File: src/rtl/serial_add_ctrl.sv
`default_nettype none
// ============================================================================
// Module   : serial_add_ctrl
// Purpose  : Bit-serial add/subtract controller. It drives one bit per cycle,
//            LSB first, into a shared external full adder and collects the
//            sum and carry that come back. It produces the WIDTH-bit result,
//            the final carry-out and the two's-complement overflow.
// Ports    : iClk, iRst        - clock; synchronous active-high reset
//            iStart, iSub      - start request; 0 = A+B, 1 = A-B (IDLE only)
//            iA, iB            - operands, captured when the start is accepted
//            oFaA, oFaB, oFaC  - operand bits and carry-in sent to the adder
//            iFaS, iFaC        - sum and carry-out returned by the adder
//            oBusy, oDone      - operation in progress / one-cycle result strobe
//            oSum, oCout, oOvf - result, final carry-out, signed overflow
// Revision : 1.0 - initial release
// ============================================================================
module serial_add_ctrl #(
  parameter int WIDTH = 8
) (
  input  logic             iClk,
  input  logic             iRst,
  input  logic             iStart,
  input  logic             iSub,
  input  logic [WIDTH-1:0] iA,
  input  logic [WIDTH-1:0] iB,
  output logic             oFaA,
  output logic             oFaB,
  output logic             oFaC,
  input  logic             iFaS,
  input  logic             iFaC,
  output logic             oBusy,
  output logic             oDone,
  output logic [WIDTH-1:0] oSum,
  output logic             oCout,
  output logic             oOvf
);

  localparam int                 c_IDX_W = (WIDTH > 1) ? $clog2(WIDTH) : 1;
  localparam logic [c_IDX_W-1:0] c_LAST  = c_IDX_W'(WIDTH - 1);

  typedef enum logic [1:0] {
    S_IDLE = 2'd0,
    S_RUN  = 2'd1,
    S_DONE = 2'd2
  } state_t;

  state_t             r_state;
  logic [WIDTH-1:0]   r_a;
  logic [WIDTH-1:0]   r_b;      // already inverted for subtraction
  logic [WIDTH-1:0]   r_sum;
  logic [c_IDX_W-1:0] r_idx;
  logic               r_carry;
  logic               r_cout;
  logic               r_ovf;
  logic               r_busy;
  logic               r_done;
  logic               w_run;

  // Adder inputs come only from registers, so the external adder never
  // closes a combinational loop through this block.
  assign w_run = (r_state == S_RUN);
  assign oFaA  = w_run & r_a[r_idx];
  assign oFaB  = w_run & r_b[r_idx];
  assign oFaC  = w_run & r_carry;

  assign oSum  = r_sum;
  assign oCout = r_cout;
  assign oOvf  = r_ovf;
  assign oBusy = r_busy;
  assign oDone = r_done;

  always_ff @(posedge iClk) begin
    if (iRst) begin
      r_state <= S_IDLE;
      r_a     <= '0;
      r_b     <= '0;
      r_sum   <= '0;
      r_idx   <= '0;
      r_carry <= 1'b0;
      r_cout  <= 1'b0;
      r_ovf   <= 1'b0;
      r_busy  <= 1'b0;
      r_done  <= 1'b0;
    end else begin
      case (r_state)
        S_IDLE: begin
          r_done <= 1'b0;
          if (iStart) begin
            // Subtraction is A + ~B + 1: invert B here, seed carry with 1.
            r_a     <= iA;
            r_b     <= iSub ? ~iB : iB;
            r_carry <= iSub;
            r_idx   <= '0;
            r_sum   <= '0;
            r_cout  <= 1'b0;
            r_ovf   <= 1'b0;
            r_busy  <= 1'b1;
            r_state <= S_RUN;
          end
        end
        S_RUN: begin
          r_sum[r_idx] <= iFaS;
          r_carry      <= iFaC;
          if (r_idx == c_LAST) begin
            // r_carry still holds the carry into the MSB at this edge.
            r_cout  <= iFaC;
            r_ovf   <= r_carry ^ iFaC;
            r_idx   <= '0;
            r_done  <= 1'b1;
            r_state <= S_DONE;
          end else begin
            r_idx <= r_idx + c_IDX_W'(1);
          end
        end
        S_DONE: begin
          r_done  <= 1'b0;
          r_busy  <= 1'b0;
          r_state <= S_IDLE;
        end
        default: begin
          r_done  <= 1'b0;
          r_busy  <= 1'b0;
          r_state <= S_IDLE;
        end
      endcase
    end
  end

endmodule
`default_nettype wire
File: config.mk
export PLATFORM = sky130hd
export DESIGN_NAME = serial_add_ctrl
export DESIGN_NICKNAME = d
export VERILOG_FILES = /design/src/rtl/serial_add_ctrl.sv
export SDC_FILE = /design/constraint.sdc
export NUM_CORES = 1
export LEC_CHECK = 0
export ABC_AREA = 1
export ABC_CLOCK_PERIOD_IN_PS = 1100
export BUFFER_PORTS_ARGS = -buffer_cell sky130_fd_sc_hd__buf_2
export CORE_MARGIN = 8
export CORE_UTILIZATION = 43
export DETAILED_ROUTE_END_ITERATION = 8
export GPL_TIMING_DRIVEN = 0
export PLACE_DENSITY_LB_ADDON = 0.25
export SLEW_MARGIN = 20
export SYNTH_ARGS = -nofsm -noshare
export SYNTH_HDL_FRONTEND = slang
export SYNTH_SLANG_ARGS = --single-unit
export TNS_END_PERCENT = 10
File: constraint.sdc
create_clock -name iClk -period 1.1 [get_ports iClk]
set_input_delay 0 -clock iClk [delete_from_list [all_inputs] [get_ports iClk]]
set_output_delay 0 -clock iClk [all_outputs]
set_load 0.01 [all_outputs]
==> results_dict.tcl <==
set metrics [dict create \
    outcome "complete, but fails checks" \
    violations "setup timing" \
    cts_sinks 34 \
    num_rows 23 \
    synth-edff-count 0 \
    ant_nets 0 \
    synth_area_leaders "dfxtp_1 (40%), nand2_1 (13%), nor2_1 (10%), a211oi_2 (5.8%), a21oi_1 (4.1%)" \
    hold_class "in2reg" \
    p_leak_uw 0.00107 \
    clkSlewWorstSetupHoldPaths_ns 0.07 \
    min_period_over_period_pct 128 \
    ys_seq_elements 34 \
    cts_inserted_buffers 5 \
    tns_ns -1.94 \
    layout_setup_ws_ns -0.312 \
    n_fill_cell 357 \
    core_um2 3910 \
    groute.usage.overall_pct 15.7 \
    synth_flop_cell "dfxtp_1" \
    synthesis.nets 264 \
    utilization_pct 61.6 \
    synth.most_common_cell "nand2_1" \
    nNetsFinal 326 \
    via_per_inst 4.93 \
    start_util_pct 43.9 \
    max_freq_mhz 708 \
    fin_hold_ws_ns 0.0156 \
    antenna_found_initial 0 \
    gr-total-overflow 0 \
    p_total_uw 2900 \
    report.final.slew_viol_count 0 \
    cts_buffer_depth 2 \
    final-instance-count-excl-fill 351 \
    cp_data_arrival_time_ns 1.41 \
    drtPass1Iterations 4 \
    cp.required_ns 1.10 \
    synth_largest_area_cell "dfxtp_1" \
    port_buffers 34 \
    drive_above_1_share_pct 36.9 \
    tightestPinTransition_ns 0.331 \
    syn_area_per_cell_um2 7.19 \
    htree_num_levels 2 \
    layout_min_cycle_time_ns 1.41 \
    synth.distinct_cells 25 \
    power_per_cell_area_nw_per_um2 1200 \
    ios 37 \
    ir_worst_vdd_v 0.000753 \
    cts_tree "done" \
    cp-end-kind "output pin" \
    setup_violations 20 \
    crit_type "reg2out" \
    hpwl_mm 2.99 \
    die-area_um2 6280 \
    hold_viol_final 0 \
    postSynthCellCount 239 \
    synth.yosys.warnings 0 \
    drt_iter0_markers 134 \
    synth-async-reset-ratio_pct 0 \
    clk_latency_ns 0.29 \
    ys_seq_area_share_pct 39.6 \
    fp.dieW_um 79.2 \
    gp_congestion 0.838 \
    syn_area_um2 1720 \
    rsz0062_at_grt "true" \
    clock_tree.root_cell "clkbuf_8" \
    worstPathMaxFanout 5 \
    cap_violations 0 \
    dpl.cell_count 323 \
    post_drt_wl_per_cell_um 13.4 \
    vias 1729 \
    grt_pass1_wl_mm 7.93 \
    antenna_cells 0 \
    route.detailed.drc 0 \
    clock-skew-final_ns 0.00695 \
    drt-total-wl_mm 4.72 \
    syn_to_final_growth_pct 40.2 \
    ys_top_cells_by_count "nand2_1 (61), nor2_1 (48), dfxtp_1 (34), a21oi_1 (14), inv_1 (10)" \
    fp.dieH_um 79.2 \
    grt_pass1_vias 1700 \
    startpoint_type "register" \
    netlist.area_leader.share_pct 39.6 \
    grt_max_degree 11 \
    slew_headroom_pct 77.9 \
]
[worst max-delay path, stage by stage, from the launching register on]
cell	delay [ns]
dfxtp_2	0.35
buf_6	0.13
nand2_2	0.08
nor2_4	0.12
nand2_1	0.07
nand2_1	0.07
nor2_1	0.05
a21oi_2	0.12
buf_2	0.14
[kinds of logic after synthesis]
family	Yosys count	synth area share, %
buffers and inverters	27	7.64
flip-flops	34	39.6
AND/OR/NAND/NOR	130	31.9
adder cells (fa/ha/maj)	3	2.18
AO/OA/AOI/OAI	37	14.6
XOR/XNOR	8	4.08
[layout make-up]
cell class,count,area [um^2],share of cell area [%]
plain buffers,12,134,5.56
clock buffers,7,76.3,3.17
repair buffers,55,354,14.7
multi-input cells,178,1010,42.1
flip-flops and latches,34,694,28.8
inverters,15,73.8,3.06
well taps,50,62.6,2.60
[metal layers]
| layer | track usage [%] | vias up | wire length [um] | part of all wire [%] |
|---|---|---|---|---|
| li1 | - | 886 | - | - |
| met1 | 18.2 | 780 | 2020 | 43 |
| met2 | 25.8 | 52 | 2280 | 48 |
| met3 | 4.85 | 11 | 312 | 6.6 |
| met4 | 7.04 | 0 | 108 | 2.3 |
| met5 | 0 | - | 0 | 0 |
[stage by stage]
step | cell area (um^2) | worst slack [ns]
CTS | 2340 | -0.279
detailed placement | 1990 | -0.251
floorplan | 1750 | -0.0315
global route | 2410 | -0.384
global placement | 1990 | -0.259
finish | 2410 | -0.312
[worst paths after layout]
kind                            cells after the start  slack [ns]      from  endpoint
worst min-delay path                                3        0.02     iB[4]    r_b[4]
worst min register to register                      2        0.44     oCout     oCout
worst max-delay path                                8       -0.31  r_idx[2]      oFaB
worst max register to register                      9       -0.20  r_idx[2]   oSum[6]
[what timing repair did]
| item | in CTS | in global routing |
|---|---|---|
| hold endpoints to repair | 13 | 0 |
| buffers inserted | 12 | 0 |
| pin swaps | 13 | 6 |
| hold buffers | 9 | 0 |
| setup endpoints to repair | 34 | 34 |
| resized for setup | 39 | 18 |
[cells in the final DEF (no fill, tap or decap), types with 3 or more instances in the layout]
cell type      netlist  final
a211oi_2             8      8
a21oi_1             14      8
a21oi_2              1      7
buf_2                6     36
buf_4                4     13
buf_6                1      5
clkbuf_8             0      6
dfxtp_1             34     29
dfxtp_4              0      3
dlygate4sd3_1        0      9
inv_1               10      9
inv_2                5      3
nand2_1             61     54
nand2_2              2      7
nand2_4              1      3
nand3_1              7      6
nand4_1              4      4
nor2_1              48     45
o21ai_0              9      5
o21ai_1              4      7
xnor2_1              8      8
[registers in the layout, indices dropped and copies added, names as in the netlist]
signal and cells:
r_idx 3, r_b 8, oSum 8, oDone 1
oOvf 1, oCout 1, r_a 8, r_state 2
r_carry 1, oBusy 1
[power breakdown]
part | switching, uW | leakage, uW | total, uW | internal, uW
clock network | 443 | 0.0000383 | 879 | 436
logic | 360 | 0.000750 | 656 | 296
registers | 57.5 | 0.000282 | 1370 | 1310
total | 860 | 0.00107 | 2900 | 2040
(Power assumes the default switching activity.)
